### config.mk
export PLATFORM = sky130hd
export DESIGN_NAME = falling_edge_sipo_deserializer_flat
export DESIGN_NICKNAME = d
export VERILOG_FILES = /design/src/rtl/falling_edge_sipo_deserializer_if.sv /design/src/rtl/falling_edge_sipo_deserializer.sv /design/src/flat_wrapper.sv
export SDC_FILE = /design/constraint.sdc
export NUM_CORES = 1
export LEC_CHECK = 0
export CAP_MARGIN = 10
export CORE_ASPECT_RATIO = 0.9
export CORE_MARGIN = 3
export CORE_UTILIZATION = 50
export CTS_BUF_LIST = sky130_fd_sc_hd__clkbuf_8
export DETAILED_ROUTE_END_ITERATION = 8
export HOLD_SLACK_MARGIN = 0.02
export PLACE_DENSITY_LB_ADDON = 0.1
export SYNTH_ARGS = -nofsm -noshare
export SYNTH_HDL_FRONTEND = slang
export SYNTH_SLANG_ARGS = --single-unit
### constraint.sdc
create_clock -name clk -period 1.5 [get_ports clk]
set_input_delay 0.225 -clock clk [delete_from_list [all_inputs] [get_ports clk]]
set_output_delay 0.225 -clock clk [all_outputs]
set_load 0.1 [all_outputs]
### src/rtl/falling_edge_sipo_deserializer_if.sv
// Bundles the serial input, the word handoff handshake and the status flags
// of the falling-edge deserializer.
interface falling_edge_sipo_deserializer_if #(
  parameter int WIDTH = 8
);
  logic             ser_in;
  logic             ser_en;
  logic             start;
  logic             par_ready;
  logic [WIDTH-1:0] par_out;
  logic             par_valid;
  logic             busy;
  logic             overrun;

  modport master (
    output ser_in, ser_en, start, par_ready,
    input  par_out, par_valid, busy, overrun
  );

  modport slave (
    input  ser_in, ser_en, start, par_ready,
    output par_out, par_valid, busy, overrun
  );
endinterface

### src/rtl/falling_edge_sipo_deserializer.sv
// Serial-in/parallel-out deserializer clocked on the falling edge of clk,
// assembling WIDTH enabled bits into a word handed off via valid/ready.
module falling_edge_sipo_deserializer #(
  parameter int WIDTH     = 8,
  parameter bit MSB_FIRST = 1'b1
) (
  input  logic clk,
  input  logic async_reset_n,
  falling_edge_sipo_deserializer_if.slave bus
);

  localparam int CW = $clog2(WIDTH);

  typedef enum logic [1:0] {
    IDLE  = 2'd0,
    SHIFT = 2'd1,
    HOLD  = 2'd2
  } state_t;

  state_t           state_q, state_d;
  logic [CW-1:0]    cnt_q, cnt_d;
  logic [WIDTH-1:0] shift_q, shift_d;
  logic [WIDTH-1:0] par_out_q, par_out_d;
  logic             par_valid_q, par_valid_d;
  logic             busy_q, busy_d;
  logic             overrun_q, overrun_d;

  logic [CW-1:0]    bit_idx;
  logic [WIDTH-1:0] shift_with_bit;
  logic             last_bit;

  // Each bit is written straight to its final position; equivalent to
  // shifting, since the register is cleared at the start of every word.
  generate
    if (MSB_FIRST) begin : g_msb_first
      assign bit_idx = CW'(WIDTH - 1) - cnt_q;
    end else begin : g_lsb_first
      assign bit_idx = cnt_q;
    end
  endgenerate

  assign last_bit = (cnt_q == CW'(WIDTH - 1));

  always_comb begin
    shift_with_bit          = shift_q;
    shift_with_bit[bit_idx] = bus.ser_in;
  end

  always_comb begin
    state_d     = state_q;
    cnt_d       = cnt_q;
    shift_d     = shift_q;
    par_out_d   = par_out_q;
    par_valid_d = par_valid_q;
    overrun_d   = overrun_q;

    case (state_q)
      IDLE: begin
        if (bus.start) begin
          state_d = SHIFT;
          cnt_d   = '0;
          shift_d = '0;
        end
      end

      SHIFT: begin
        if (bus.ser_en) begin
          shift_d = shift_with_bit;
          if (last_bit) begin
            par_out_d   = shift_with_bit;
            par_valid_d = 1'b1;
            cnt_d       = '0;
            state_d     = HOLD;
          end else begin
            cnt_d = cnt_q + CW'(1);
          end
        end
      end

      HOLD: begin
        if (bus.par_ready) begin
          par_valid_d = 1'b0;
          if (bus.start) begin
            // Back-to-back handoff: the next word begins on the same edge.
            state_d = SHIFT;
            cnt_d   = '0;
            shift_d = '0;
          end else begin
            state_d = IDLE;
          end
        end else if (bus.start) begin
          overrun_d = 1'b1;
        end
      end

      default: begin
        state_d     = IDLE;
        cnt_d       = '0;
        shift_d     = '0;
        par_valid_d = 1'b0;
      end
    endcase

    busy_d = (state_d != IDLE);
  end

  always_ff @(negedge clk or negedge async_reset_n) begin
    if (!async_reset_n) begin
      state_q     <= IDLE;
      cnt_q       <= '0;
      shift_q     <= '0;
      par_out_q   <= '0;
      par_valid_q <= 1'b0;
      busy_q      <= 1'b0;
      overrun_q   <= 1'b0;
    end else begin
      state_q     <= state_d;
      cnt_q       <= cnt_d;
      shift_q     <= shift_d;
      par_out_q   <= par_out_d;
      par_valid_q <= par_valid_d;
      busy_q      <= busy_d;
      overrun_q   <= overrun_d;
    end
  end

  assign bus.par_out   = par_out_q;
  assign bus.par_valid = par_valid_q;
  assign bus.busy      = busy_q;
  assign bus.overrun   = overrun_q;

endmodule

### src/flat_wrapper.sv
// flat-port wrapper written by rule: the top's interface ports become plain ports
module falling_edge_sipo_deserializer_flat 
#(
  parameter int WIDTH     = 8,
  parameter bit MSB_FIRST = 1'b1
)
  (clk, async_reset_n, bus_ser_in, bus_ser_en, bus_start, bus_par_ready, bus_par_out, bus_par_valid, bus_busy, bus_overrun);
  falling_edge_sipo_deserializer_if #(.WIDTH(WIDTH)) bus_i ();
  input  logic clk;
  input  logic async_reset_n;
  input wire logic [$bits(bus_i.ser_in)-1:0] bus_ser_in;
  input wire logic [$bits(bus_i.ser_en)-1:0] bus_ser_en;
  input wire logic [$bits(bus_i.start)-1:0] bus_start;
  input wire logic [$bits(bus_i.par_ready)-1:0] bus_par_ready;
  output wire logic [$bits(bus_i.par_out)-1:0] bus_par_out;
  output wire logic [$bits(bus_i.par_valid)-1:0] bus_par_valid;
  output wire logic [$bits(bus_i.busy)-1:0] bus_busy;
  output wire logic [$bits(bus_i.overrun)-1:0] bus_overrun;
  assign bus_i.ser_in = bus_ser_in;
  assign bus_i.ser_en = bus_ser_en;
  assign bus_i.start = bus_start;
  assign bus_i.par_ready = bus_par_ready;
  assign bus_par_out = bus_i.par_out;
  assign bus_par_valid = bus_i.par_valid;
  assign bus_busy = bus_i.busy;
  assign bus_overrun = bus_i.overrun;
  falling_edge_sipo_deserializer #(.WIDTH(WIDTH), .MSB_FIRST(MSB_FIRST)) u_core (.clk(clk), .async_reset_n(async_reset_n), .bus(bus_i));
endmodule
# ---- Word level (Yosys, flattened, before mapping)
# Index checks and enable logic that the tools add are counted.
dict set report totals {
  ff_bits 24
  in_bits 6
}
dict set report classes {
  n_eq_ne 6
  bitwise_logic 2
  magnitude_cmp 2
  n_reduce_logical 7
  muxes 22
  n_addsub 2
}
# operator count
set op_table {}
lappend op_table {{8-bit 2-to-1 mux} 3}
lappend op_table {{8-bit case mux with 3 select lines} 1}
lappend op_table {{3-bit 2-to-1 mux} 4}
lappend op_table {{3-bit case mux with 3 select lines} 1}
lappend op_table {{8-bit bitwise mux} 1}
lappend op_table {{2-bit 2-to-1 mux} 4}
lappend op_table {{2-bit case mux with 3 select lines} 1}
lappend op_table {{3-bit AND reduction} 2}
lappend op_table {{1-bit 2-to-1 mux} 5}
lappend op_table {{3-bit by 4-bit < comparator with 1-bit output, second input constant} 1}
lappend op_table {{2-bit != test, second input constant} 2}
lappend op_table {{4-bit AND reduction} 1}
lappend op_table {{3-bit by 1-bit adder with 3-bit output, second input constant} 1}
lappend op_table {{1-bit demux with 3-bit select} 1}
lappend op_table {{3-bit == test, second input constant} 1}
lappend op_table {{3-bit by 1-bit greater-or-equal comparator with 1-bit output, second input constant} 1}
lappend op_table {{1-bit case mux with 3 select lines} 1}
lappend op_table {{3-bit subtractor, first input constant} 1}
lappend op_table {{2-bit by 1-bit == test with 1-bit output, second input constant} 1}
lappend op_table {{2-bit == test, second input constant} 1}
lappend op_table {{2-bit zero test} 1}
lappend op_table {{2-bit by 1-bit != test with 1-bit output, second input constant} 1}
lappend op_table {{1-bit inverter} 2}
lappend op_table {{2-bit AND reduction} 1}
lappend op_table {{2 further kinds} 2}

# ---- Longest topological paths before layout
# Gate-level depths: netlist of run 1.
dict set report depth {
  word_depth 8
  depth_mapped 5
  mapped_depth_nobuf 5
}

==> results of run 1 <==
-- metrics by stage --
step           setup TNS [ps]  power [mW]  instances
4_1_cts                 -5416       4.230        157
6_report                -5010       4.383        164
3_3_place_gp           -17910       3.519        146
2_1_floorplan           -7007       2.838         99
5_1_grt                 -5605       4.589        164
3_5_place_dp           -18590       3.579        146
-- worst reg2reg max path, stage by stage (launching register included) --
cell	delay (ps)
dfrtn_1	600
inv_1	140
a31oi_4	270
mux2_4	330
-- cell type report --
type                       instances  area, sq um
clock buffer                       4        55.05
fill                             114        351.6
inverter                           2        7.507
multi-input combinational         65        669.4
sequential                        24        600.6
timing repair buffer              42        504.2
tap                               27        33.78
-- registers in the layout, summed over array words and instances, names as in the netlist --
register              flops
u_core.bus.busy           1
u_core.cnt_q              3
u_core.state_q            2
u_core.bus.overrun        1
u_core.bus.par_valid      1
u_core.shift_q            8
u_core.bus.par_out        8
-- routing by layer --
metal	global-route usage, %	up-vias	part of all wire, %
met4	9.653	0	1.8
met3	5.419	6	5.8
li1	-	451	-
met1	29.35	487	42
met5	0	-	0
met2	36.09	29	50
-- power groups by stage --
stage	Clock, mW	Sequential, mW	Combinational, mW
floorplan	0	1.82	1.02
global placement	0	1.15	2.37
detailed placement	0	1.17	2.41
CTS	0.447	1.18	2.60
global route	0.474	1.21	2.91
finish	0.445	1.18	2.76
-- cells by family (layout without fill, tap and decap cells) --
family	count (synthesis)	in the layout	synth area share, %
AND/OR/NAND/NOR	19	20	12.45
multiplexers	10	10	8.891
buffers and inverters	11	48	5.648
AO/OA/AOI/OAI	33	33	20.71
adder cells (fa/ha/maj)	2	2	2.092
flip-flops	24	24	50.21
-- Yosys cell counts, drive strengths merged --
master / instances / area, sq um
nand2: 3 / 11.26
nand2b: 2 / 15.02
o31ai: 8 / 60.06
nor3b: 4 / 45.05
nand3b: 4 / 42.54
nand3: 2 / 10.01
o21a: 1 / 8.760
buf: 8 / 56.30
o22ai: 1 / 6.260
o21ai: 10 / 50.05
mux2: 2 / 26.27
o211ai: 1 / 7.510
a31o: 1 / 8.760
nor2: 1 / 3.750
a31oi: 1 / 21.27
nor3: 2 / 15.01
clkbuf: 1 / 3.750
and2: 1 / 6.260
o2bb2ai: 8 / 70.07
a21oi: 1 / 5.000
dfrtn: 24 / 600.6
a22o: 1 / 10.01
ha: 2 / 25.02
inv: 2 / 7.510
mux2i: 8 / 80.08
-- what timing repair did --
action,in CTS,in global routing
cloned,2,0
gates resized for setup,34,10
hold buffers,0,0
setup endpoints to repair,35,29
setup buffers,5,9
pin swaps,7,3
-- cell usage in the layout (no fill, tap or decap), types with 3 or more instances in the layout --
master / Yosys / final
nand3b_1: 3 / 3
mux2i_1: 8 / 3
clkbuf_8: 0 / 4
o2bb2ai_2: 0 / 8
buf_6: 1 / 9
buf_12: 0 / 12
o21ai_1: 0 / 6
o31ai_1: 8 / 7
buf_4: 4 / 17
mux2i_2: 0 / 4
nand2_1: 3 / 3
dfrtn_1: 24 / 24
nor3b_2: 3 / 3
o21ai_0: 10 / 3
-- worst max path at each step --
stage | from | endpoint | cells past startpoint
floorplan | u_core.bus.par_valid | bus_par_valid | 0
global placement | bus_ser_en | u_core.cnt_q[0] | 4
detailed placement | bus_ser_en | u_core.cnt_q[1] | 4
CTS | u_core.bus.par_valid | bus_par_valid | 1
global route | u_core.bus.overrun | bus_overrun | 1
finish | u_core.bus.overrun | bus_overrun | 1
==> flow_metrics.tcl, run 1 <==
set metrics [dict create \
    fp.dieH_microns 52.40 \
    timing.hold.ws_ps 451.0 \
    die_w_microns 57.56 \
    syn_area_sq_mm 0.001196 \
    start_kind "flip-flop" \
    drive_above_1_share_pct 54.74 \
    die_area_sq_mm 0.003016 \
    placed_area_sq_mm 0.001620 \
    setup_slack_ps -422.0 \
    critPathKind "flip-flop to output port" \
    slew_headroom_pct 77.69 \
    report.final.setup_viol 19 \
    min_to "u_core.shift_q[1]" \
    power_density_mw_per_mm2 2343 \
    worstReg2RegStart "u_core.state_q[0]" \
    worstPathCellList "buf_12" \
    io_buffers 16 \
    hold_viol_final 0 \
    pre_cts_ws_ps -876.1 \
    place_congestion 0.7670 \
    min-delay-start "u_core.shift_q[1]" \
    antenna_left 0 \
    combPwrFrac_pct 63.0 \
    rsz0062_at_grt "yes" \
    cts_tree "done" \
    final_net_count 146 \
    num_rows 16 \
    numCtsBuffers 3 \
    outcome "finished, violations left" \
    crit_path_end_kind "output port" \
    avgViaCountPerCell 5.933 \
    clock_path_buffers 2 \
    wl_per_cell_microns 18.31 \
    reg2reg_to "u_core.cnt_q[0]" \
    start_util_pct 53.83 \
    sequentialPowerShare_pct 26.9 \
    num_io_pins 17 \
    drtIter0Drc 15 \
    place_hpwl_microns 1697 \
    hold_class "flip-flop to flip-flop" \
    yosys_warnings 0 \
    areaGrowthSynthToFinish_pct 56.38 \
    grt_usage_pct 22.65 \
    swShare_pct 46.31 \
    fin_worst_skew_ps 2.092 \
    drt_wl_total_microns 3003 \
    clock_sinks 24 \
    crit_fanout 2 \
    synth_nets 107 \
    netlist_instances 99 \
    path_buf_inv 1 \
    p_switching_mw 2.030 \
    worst_slew_pin_slew_ps 334.6 \
    maxSlewViolCount 0 \
    cts_root_buf "clkbuf_8" \
    crit_family "flip-flops" \
    clkTransAtPathRegs_ps 60 \
    r2r_slack_ps 10 \
    synth.distinct_cells 32 \
    grt_pass1_wl_microns 4981 \
    grt_max_degree 25 \
    hold_depth 1 \
    core_sq_mm 0.002222 \
    synth-seq-cells 24 \
    violations "setup timing" \
    grt_overflow 0 \
    peakVddDrop_mv 1.683 \
    n_antenna_cell 0 \
    avgSynthCellArea_sq_um 12.08 \
    insertion_delay_ps 280 \
    grt_pass1_vias 994 \
    crit_slowest_cell "dfrtn_1" \
    internal_power_mw 2.353 \
    required_ps 1270 \
    crit_arrival_ps 1700 \
    drc 0 \
    fin_util_pct 84.18 \
    seq_area_frac_synth_pct 50.21 \
    antenna_found_initial 0 \
    num_vias 973 \
    fin_area_sq_mm 0.001871 \
    max-cap-violations 0 \
    crit_path_max_incr_delay_ps 470 \
    power.clock.fraction_pct 10.1 \
    p_leak_nw 0.8302 \
    htree_levels 1 \
    drt-pass1-iter-count 4 \
    reg2reg_depth 3 \
]
No activity file was read; power rests on OpenSTA's default activity.
==> run 2: changes to the inputs <==
--- a/config.mk
+++ b/config.mk
@@ -13,6 +13,7 @@
 export DETAILED_ROUTE_END_ITERATION = 8
 export HOLD_SLACK_MARGIN = 0.02
 export PLACE_DENSITY_LB_ADDON = 0.1
+export SKIP_LAST_GASP = 1
 export SYNTH_ARGS = -nofsm -noshare
 export SYNTH_HDL_FRONTEND = slang
 export SYNTH_SLANG_ARGS = --single-unit
==> run 2 against run 1 <==
Worst setup slack better by 3.4 ps. Clock power is 1% lower. Count of clock-buffer cells in the layout stayed put. Combinational power hardly changed. Register-to-register slack hardly changed. Routed wire length is 2.3% higher. Sequential share of layout area hardly changed. Clock skew hardly changed. Via count is 0.82% lower. Die area stayed put. The flow still finishes with violations (setup timing). First-iteration DRC count is 6.7% higher. Power is 0.25% higher.
==> flow_metrics.tcl, run 2 (same netlist as run 1, synthesis figures left out) <==
set metrics [dict create \
    p_leak_nw 0.8420 \
    die_w_microns 57.56 \
    areaGrowthSynthToFinish_pct 56.49 \
    drc 0 \
    violations "setup timing" \
    fin_worst_skew_ps 1.771 \
    crit_path_end_kind "output port" \
    drt-pass1-iter-count 4 \
    insertion_delay_ps 280 \
    cts_tree "done" \
    drt_wl_total_microns 3071 \
    fin_area_sq_mm 0.001872 \
    avgViaCountPerCell 5.884 \
    clkTransAtPathRegs_ps 60 \
    setup_slack_ps -418.6 \
    clock_sinks 24 \
    numCtsBuffers 3 \
    use_met2_pct 37.59 \
    core_sq_mm 0.002222 \
    report.final.setup_viol 15 \
    crit_path_max_incr_delay_ps 470 \
    antenna_found_initial 0 \
    slew_headroom_pct 76.86 \
    start_util_pct 53.83 \
    final_net_count 146 \
    start_kind "flip-flop" \
    io_buffers 16 \
    pre_cts_ws_ps -876.1 \
    worstReg2RegStart "u_core.state_q[0]" \
    power.total_mw 4.394 \
    maxSlewViolCount 0 \
    hold_class "flip-flop to flip-flop" \
    power_density_mw_per_mm2 2347 \
    crit_family "flip-flops" \
    crit_fanout 2 \
    min-delay-start "u_core.shift_q[1]" \
    final_cells 164 \
    reg2reg_depth 3 \
    antenna_left 0 \
    n_antenna_cell 0 \
    min_to "u_core.shift_q[1]" \
    num_rows 16 \
    fin_tns_setup_ps -4875 \
    met1_usage_pct 29.19 \
    worst_slew_pin_slew_ps 347.1 \
    layout_commonest_cell "dfrtn_1" \
    crit_slowest_cell "dfrtn_1" \
    final_cell_mix "24 x dfrtn_1, 17 x buf_4, 12 x buf_12, 8 x o2bb2ai_2, 8 x buf_6" \
    outcome "finished, violations left" \
    place_inst 146 \
    hold_viol_final 0 \
    wl_per_cell_microns 18.73 \
    r2r_slack_ps 10 \
    path_buf_inv 1 \
    critPathKind "flip-flop to output port" \
    grt_pass1_vias 997 \
    place_hpwl_microns 1697 \
    fin_util_pct 84.23 \
    grt_pass1_wl_microns 5064 \
    crit_arrival_ps 1690 \
    reg2reg_to "u_core.cnt_q[1]" \
    hold_depth 1 \
    drtIter0Drc 16 \
    rsz0062_at_grt "yes" \
    worstPathCellList "buf_12" \
    max-cap-violations 0 \
    grt_overflow 0 \
    timing.hold.ws_ps 448.8 \
    grt.busiest_layer "met2" \
    required_ps 1270 \
    htree_levels 1 \
    place_congestion 0.7670 \
    clock_path_buffers 2 \
    die_area_sq_mm 0.003016 \
    num_vias 965 \
    ctsHoldBuffers 0 \
    grt_util_met3_pct 5.665 \
    cts_root_buf "clkbuf_8" \
    peakVddDrop_mv 1.638 \
    grt_usage_pct 23.02 \
    placed_area_sq_mm 0.001620 \
    num_io_pins 17 \
    fp.dieH_microns 52.40 \
    drive_above_1_share_pct 54.01 \
    grt_max_degree 25 \
]
## run 2: cell types whose count changed in the layout (fill, tap and decap cells not counted)
cell            change
dlymetal6s2s_1      +1
buf_6               -1
## run 2: final cells by class
type / count / area [sq um]
Multi-Input combinational cell: 65 / 669.4
Inverter: 2 / 7.507
Fill cell: 117 / 350.3
Tap cell: 27 / 33.78
Clock buffer: 4 / 55.05
Sequential cell: 24 / 600.6
Timing Repair Buffer: 42 / 505.5
## run 2: how the worst max path moves through the flow
stage                                     from         endpoint  slack (ps)  depth (start not counted)
final                       u_core.bus.overrun      bus_overrun        -420                          1
after global routing        u_core.bus.overrun      bus_overrun        -450                          1
after CTS                 u_core.bus.par_valid    bus_par_valid        -420                          1
after detailed placement            bus_ser_en  u_core.cnt_q[1]        -880                          4
after global placement              bus_ser_en  u_core.cnt_q[0]        -850                          4
after floorplan           u_core.bus.par_valid    bus_par_valid        -450                          0
## run 2: per-layer routing
layer | part of all wire, % | routed length (microns)
met2 | 50 | 1543
met1 | 43 | 1332
met5 | 0 | 0
met4 | 1.3 | 39
met3 | 5.0 | 155
## run 2: what timing repair did
item / 4_1_cts / 5_1_grt
endpoints found under the hold margin: 0 / 0
setup endpoints to repair: 35 / 29
pin swaps: 7 / 3
cloned: 2 / 0
gates resized for setup: 33 / 11
buffers inserted: 5 / 10
## run 2: where the power goes
group	internal (mW)	leakage, nW	total, mW	switching, mW
Combinational	1.21	0.502	2.79	1.59
Sequential	0.912	0.311	1.16	0.250
Clock	0.234	0.0288	0.439	0.205
Total	2.35	0.842	4.39	2.04
==> run 3: changes to the inputs <==
--- a/config.mk
+++ b/config.mk
@@ -13,6 +13,7 @@
 export DETAILED_ROUTE_END_ITERATION = 8
 export HOLD_SLACK_MARGIN = 0.02
 export PLACE_DENSITY_LB_ADDON = 0.1
+export SKIP_CTS_REPAIR_TIMING = 1
 export SKIP_LAST_GASP = 1
 export SYNTH_ARGS = -nofsm -noshare
 export SYNTH_HDL_FRONTEND = slang
==> run 3 against run 2 <==
Sequential power grew 3%. Cell count shrank 1.8%. The run still ends with setup timing left. Largest power group unchanged. Critical path type unchanged. Highest routed layer unchanged. Sequential cell count is the same.
==> flow_metrics.tcl, run 3 (same netlist as run 1, synthesis figures left out) <==
set metrics [dict create \
    start_util_pct 53.83 \
    htree_levels 1 \
    antenna_left 0 \
    fp.dieH_microns 52.40 \
    num_io_pins 17 \
    final_net_count 143 \
    worstPathCellList "buf_12" \
    start_kind "flip-flop" \
    fin_worst_skew_ps 1.963 \
    internal_power_mw 2.418 \
    core_sq_mm 0.002222 \
    crit_slowest_cell "dfrtn_1" \
    areaGrowthSynthToFinish_pct 59.52 \
    wl_per_cell_microns 18.83 \
    cp-endpoint "bus_overrun" \
    crit_path_end_kind "output port" \
    num_vias 956 \
    hold_class "flip-flop to flip-flop" \
    place_hpwl_microns 1697 \
    grt_overflow 0 \
    place_inst 146 \
    fin_tns_setup_ps -5538 \
    grt_max_degree 25 \
    antenna_found_initial 0 \
    r2r_slack_ps -60 \
    worst_slew_pin_slew_ps 331.2 \
    insertion_delay_ps 280 \
    required_ps 1270 \
    violations "setup timing" \
    worstReg2RegStart "u_core.cnt_q[2]" \
    maxSlewViolCount 0 \
    p_leak_nw 0.8343 \
    clock_path_buffers 2 \
    drtIter0Drc 23 \
    swShare_pct 46.54 \
    sequentialPowerShare_pct 26.6 \
    reg2reg_to "u_core.bus.par_out[7]" \
    outcome "finished, violations left" \
    report.final.setup_viol 24 \
    final_cells 161 \
    io_buffers 16 \
    rsz0062_at_grt "yes" \
    crit_start "u_core.bus.overrun" \
    grt_usage_pct 19.31 \
    critPathKind "flip-flop to output port" \
    cts_root_buf "clkbuf_8" \
    power_density_mw_per_mm2 2371 \
    crit_path_max_incr_delay_ps 460 \
    drive_above_1_share_pct 52.99 \
    cts_tree "done" \
    layout_commonest_cell "dfrtn_1" \
    grt_pass1_wl_microns 4312 \
    path_buf_inv 1 \
    setup_slack_ps -408.0 \
    crit_family "flip-flops" \
    crit_fanout 2 \
    avgViaCountPerCell 5.938 \
    crit_arrival_ps 1680 \
    combPwrFrac_pct 63.6 \
    drc 0 \
    die_w_microns 57.56 \
    n_antenna_cell 0 \
    p_switching_mw 2.105 \
    final_cell_mix "24 x dfrtn_1, 16 x buf_4, 12 x buf_12, 7 x o31ai_1" \
    power.clock.fraction_pct 9.8 \
    hold_viol_final 0 \
    drt_wl_total_microns 3032 \
    peakVddDrop_mv 1.679 \
    fill_cells 109 \
    clkTransAtPathRegs_ps 60 \
    num_rows 16 \
    reg2reg_depth 4 \
    die_area_sq_mm 0.003016 \
    slew_headroom_pct 77.92 \
    numCtsBuffers 3 \
    drt-pass1-iter-count 4 \
    critical_path_depth 1 \
    clock_sinks 24 \
    grt_pass1_vias 933 \
    place_congestion 0.7670 \
    max-cap-violations 0 \
]
## run 3: cell types whose count changed in the layout (fill, tap and decap cells not counted), sizes merged
cell and delta:
buf -5, clkbuf +1, dlymetal6s2s +1
## run 3: worst min-delay path by stage
| stage | cells after the start | to | slack [ps] | start |
|---|---|---|---|---|
| 2_1_floorplan | 1 | u_core.shift_q[7] | 420 | u_core.shift_q[7] |
| 3_3_place_gp | 1 | u_core.shift_q[3] | 430 | u_core.shift_q[3] |
| 3_5_place_dp | 1 | u_core.shift_q[4] | 440 | u_core.shift_q[4] |
| 4_1_cts | 1 | u_core.shift_q[4] | 440 | u_core.shift_q[4] |
| 5_1_grt | 1 | u_core.shift_q[4] | 460 | u_core.shift_q[4] |
| 6_report | 1 | u_core.shift_q[4] | 450 | u_core.shift_q[4] |
## run 3: cell type report
cell class / instances / area [sq um] / area share [%]
Timing Repair Buffer: 39 / 506.7 / 26.56
Multi-Input combinational cell: 65 / 704.4 / 36.92
Inverter: 2 / 7.507 / 0.3934
Tap cell: 27 / 33.78 / 1.770
Sequential cell: 24 / 600.6 / 31.48
Clock buffer: 4 / 55.05 / 2.885
## run 3: per-layer routing
metal	global-route usage, %	routed length, microns
met2	31.77	1494
met1	23.45	1385
met5	0	0
met3	5.665	104
met4	8.494	48
## run 3: stage by stage
step	hold slack, ps	power (mW)	utilization, %	setup WS (ps)	area [sq um]
6_report	451.1	4.524	85.87	-408.0	1908
5_1_grt	463.4	4.716	85.87	-444.2	1908
4_1_cts	436.5	4.026	75.39	-582.7	1675
3_5_place_dp	439.6	3.579	72.92	-876.1	1620
3_3_place_gp	431.0	3.519	72.92	-849.8	1620
2_1_floorplan	415.8	2.838	-	-452.6	1285
## run 3: power by group through the flow
stage,Clock (mW),Combinational (mW),Sequential [mW]
5_1_grt,0.481,3.00,1.23
4_1_cts,0.447,2.42,1.16
3_3_place_gp,0,2.37,1.15
2_1_floorplan,0,1.02,1.82
3_5_place_dp,0,2.41,1.17
6_report,0.442,2.88,1.20
==> RTL edit 1 (config.mk and constraints of run 2) <==
`MSB_FIRST` is set to 1'b1 in 2 places; all go to 1'b0.
--- a/src/rtl/falling_edge_sipo_deserializer.sv
+++ b/src/rtl/falling_edge_sipo_deserializer.sv
@@ -3,5 +3,5 @@
 module falling_edge_sipo_deserializer #(
   parameter int WIDTH     = 8,
-  parameter bit MSB_FIRST = 1'b1
+  parameter bit MSB_FIRST = 1'b0
 ) (
   input  logic clk,
--- a/src/flat_wrapper.sv
+++ b/src/flat_wrapper.sv
@@ -3,5 +3,5 @@
 #(
   parameter int WIDTH     = 8,
-  parameter bit MSB_FIRST = 1'b1
+  parameter bit MSB_FIRST = 1'b0
 )
   (clk, async_reset_n, bus_ser_in, bus_ser_en, bus_start, bus_par_ready, bus_par_out, bus_par_valid, bus_busy, bus_overrun);
Check against the original RTL: not equivalent (a bounded check fails within 10 cycles, from zero or initial values and one cycle with async_reset_n low).
==> RTL edit 1 against run 2 <==
- sequential cell count stayed put
- routed wire length grew 5.0%
- area after synthesis is 9.6% higher
- non-clock buffer count is the same
- largest power group unchanged
- sequential share of layout area is 0.79 points lower
- the flow still finishes with violations (negative setup slack)
- die area rose by 8.5%
- global-route usage down 0.65 points
- design area up 2.5%
- sequential power decreased by 4%
- core utilization shrank 1.6 points
- setup slack got worse by 0.0015 ns
- power is 9.6% lower
==> RTL edit 1: results (changes against run 2) <==
| Metric | Value |
|---|---|
| Status | `finished with violations (unchanged)` |
| Violated checks | `negative setup slack (unchanged)` |
| Gr usage total | `22.4% (was 23.0%)` |
| Fill cell count | `146 (was 117)` |
| Final Worst Setup Slack | `-0.420 ns (was -0.419 ns)` |
| Share of cells above drive strength 1 | `39.3% (was 54.0%)` |
| R2r worst-path depth | `4 (was 3)` |
| DR iter-0 viols | `17 (was 16)` |
| Vias | `1,108 (was 965)` |
| Slew @ Worst Pin | `0.399 ns (was 0.347 ns)` |
| Worst slack at placement | `-0.949 ns (was -0.876 ns)` |
| Post-synth net total | `134 (was 107)` |
| Leak | `0.934 nW (was 0.842 nW)` |
| Placed Cells | `177 (was 146)` |
| Final WL | `3.23 mm (was 3.07 mm)` |
| First-pass GRT wire length | `5.26 mm (was 5.06 mm)` |
| Post-DP HPWL | `1.99 mm (was 1.70 mm)` |
| Clock Skew | `0.00135 ns (was 0.00177 ns)` |
| Syn Area/Cell | `10.4 sq um (was 12.1 sq um)` |
| Post-Place Cell Area | `0.00170 sq mm (was 0.00162 sq mm)` |
| Asr flop ratio synth | `100% (unchanged)` |
| DR pass1 iterations | `4 (unchanged)` |
| Fin cells | `190 (was 164)` |
| Commonest cells post-synth | `dfrtn_1 (24), mux2i_1 (15), nand2_1 (14), o21ai_0 (14), inv_1 (10) (was dfrtn_1 (24), o21ai_0 (10), mux2i_1 (8), o2bb2ai_1 (8), o31ai_1 (8))` |
| Synth top area cells | `dfrtn_1 (46%), mux2i_1 (11%), and4b_1 (6.1%) (was dfrtn_1 (50%), mux2i_1 (6.7%), o2bb2ai_1 (5.9%))` |
| Peak VDD IR | `1.54 mV (was 1.64 mV)` |
| Setup-failing EPs final | `22 (was 15)` |
| Layout net count | `173 (was 146)` |
| Int Power | `2.12 mW (was 2.35 mW)` |
| Sum Neg Setup Slack | `-5.48 ns (was -4.87 ns)` |
| Clk_lat worst skew | `0.28 ns (about the same)` |
==> RTL edit 1: cell types whose count changed in the layout (fill, tap and decap cells not counted), sizes merged, moves of 2 or more <==
cell     change
o2bb2ai      -8
nand2       +11
nor3b        -3
inv          +8
o21ai        +9
or3b         +3
nand4b       +2
o31ai        -8
mux2i        +7
and4b        +8
nand3b       -2
==> RTL edit 1: per-layer routing <==
layer  global-route usage (%)  part of all wire [%]  vias to the layer above
met2                     39.2                    50                       33
met1                     27.7                    44                      554
met4                     4.06                   1.3                        0
met5                        0                     0                        -
met3                     6.37                   4.9                        6
li1                         -                     -                      515
==> RTL edit 1: worst paths after layout <==
path | startpoint | endpoint | slack (ns)
setup / recovery | u_core.bus.par_out[2] | bus_par_out[2] | -0.42
setup reg to reg | u_core.bit_idx[2] | u_core.shift_q[4] | 0.02
min in group asynchronous | async_reset_n | u_core.shift_q[3] | 0.93
max in group asynchronous | async_reset_n | u_core.bus.overrun | 0.39
hold reg to reg | u_core.state_q[0] | u_core.bus.busy | 0.48
hold / removal | u_core.state_q[0] | u_core.bus.busy | 0.48
==> RTL edit 1: final cells by class <==
| cell class | count | area (sq um) | share of cell area (%) |
|---|---|---|---|
| Clock buffer | 3 | 41.3 | 2.15 |
| Inverter | 10 | 37.5 | 1.96 |
| Multi-Input combinational cell | 84 | 704 | 36.7 |
| Sequential cell | 24 | 601 | 31.3 |
| Tap cell | 27 | 33.8 | 1.76 |
| Timing Repair Buffer | 42 | 502 | 26.1 |
==> RTL edit 1: power groups by stage <==
stage          sequential (mW)  clock, mW  combinational, mW
3_5_place_dp              1.12          0               2.27
4_1_cts                   1.11      0.388               2.39
5_1_grt                   1.14      0.413               2.61
3_3_place_gp              1.10          0               2.23
2_1_floorplan             1.81          0              0.786
6_report                  1.11      0.382               2.48
==> RTL edit 1: logic make-up after synthesis <==
kind of cell               Yosys count  synth area share (%)
AOI/OAI and AO/OA                   24                  10.0
and+or+nand+nor                     40                  21.0
adders and majority gates            2                  1.91
buffers and inverters               19                  7.82
DFF                                 24                  45.8
muxes                               17                  13.5
==> RTL edit 1: what timing repair did <==
item                       CTS  global route
setup endpoints to repair   35            26
gates resized for setup     29            13
pin swaps                    3             2
hold buffers                 0             0
setup buffers                6             4
cloned                       1             0
==> RTL edit 2 (settings of run 2) <==
Without the edit above. Re-encode `state_t` (3 states) as one-hot, 3 bits wide.
--- a/src/rtl/falling_edge_sipo_deserializer.sv
+++ b/src/rtl/falling_edge_sipo_deserializer.sv
@@ -12,8 +12,8 @@
   localparam int CW = $clog2(WIDTH);
 
-  typedef enum logic [1:0] {
-    IDLE  = 2'd0,
-    SHIFT = 2'd1,
-    HOLD  = 2'd2
+  typedef enum logic [2:0] {
+    IDLE  = 3'b001,
+    SHIFT = 3'b010,
+    HOLD  = 3'b100
   } state_t;
 
Formal check against the unedited RTL: same outputs for any inputs over 10 cycles, from zero or initial values and one cycle with async_reset_n low; not proved beyond that.
==> RTL edit 2 against run 2 <==
- the run still ends with negative setup slack left
- routed wire length up 51%
- sequential cell count up 1
- area after synthesis up 8.9%
- clock skew up 0.054 ns
- design area up 16%
- setup slack worse by 0.016 ns
- die area up 7.9%
- via count up 28%
- critical endpoint is now bus_par_out[4]
Power is not compared: it rests on default switching activity, and its combinational part moved more than twofold at a synthesized area within 25%.
==> RTL edit 2: results (changes against run 2) <==
| Metric | Value |
|---|---|
| Status | `finished with violations (unchanged)` |
| Violated checks | `negative setup slack (unchanged)` |
| Metal-1 WL | `1.79 mm (was 1.33 mm)` |
| Fill cell count | `76 (was 117)` |
| Resized cells post-CTS | `36 (was 33)` |
| Synth Area in Compound Gates | `18.5% (was 20.7%)` |
| Seq area share | `29.0% (was 32.1%)` |
| Final Worst Setup Slack | `-0.434 ns (was -0.419 ns)` |
| Share of cells above drive strength 1 | `64.3% (was 54.0%)` |
| Post-synth net total | `123 (was 107)` |
| Synth top area cells | `dfrtn_1 (46%), mux2i_1 (6.1%), o21ai_2 (5.4%) (was dfrtn_1 (50%), mux2i_1 (6.7%), o2bb2ai_1 (5.9%))` |
| Post-Place Cell Area | `0.00186 sq mm (was 0.00162 sq mm)` |
| DR WL met2 | `2.28 mm (was 1.54 mm)` |
| CP Launch Point | `u_core.bus.par_out[4] (was u_core.bus.overrun)` |
| Commonest cells post-synth | `dfrtn_1 (24), mux2i_1 (8), nand2_1 (8), o21ai_2 (8), o2bb2ai_1 (8) (was dfrtn_1 (24), o21ai_0 (10), mux2i_1 (8), o2bb2ai_1 (8), o31ai_1 (8))` |
| Sequential share of the synthesized area | `48.1% (was 50.2%)` |
| Clock buffer count | `3 (was 4)` |
| Clock buffers and inverters, area share | `2.26% (was 2.94%)` |
| Comb_multi_in | `80 (was 65)` |
| Largest net degree at the start of global routing | `14 (was 25)` |
| Worst slack at placement | `-0.830 ns (was -0.876 ns)` |
| Setup-failing EPs final | `32 (was 15)` |
| First-pass GRT wire length | `6.03 mm (was 5.06 mm)` |
| Mux cell area share after synthesis | `7.01% (was 8.89%)` |
| RR Endpoint | `u_core.bus.par_out[5] (was u_core.cnt_q[1])` |
| CP arrival | `1.71 ns (was 1.69 ns)` |
| Synth unique cells | `37 (was 32)` |
| Min-Delay Startpoint | `u_core.shift_q[0] (was u_core.shift_q[1])` |
| Final WL | `4.64 mm (was 3.07 mm)` |
==> RTL edit 2: cell count changes in the layout (fill, tap and decap cells not counted), sizes merged, moves of 2 or more <==
cell	run 2	this run
a21oi	1	5
a22o	1	3
buf	40	59
nand2	3	11
nand3	2	4
nor2	1	6
nor2b	0	2
nor4	0	2
o31ai	8	0
==> RTL edit 2: report_power, final <==
group	switching [mW]	leakage, nW	internal [mW]
clock	0.215	0.0322	0.187
combinational	0.506	0.597	0.402
sequential	0.0942	0.342	0.745
==> RTL edit 2: per-stage QoR <==
step                      hold slack, ns  power (mW)  utilization, %  setup TNS [ns]
after floorplan                    0.419        1.28               -           -8.33
after global placement             0.431        1.50            80.2          -20.01
after detailed placement           0.445        1.52            80.2          -20.37
after CTS                          0.450        2.03            88.1           -5.57
after global routing               0.454        2.23            93.2           -7.09
final                              0.462        2.15            93.2           -6.11
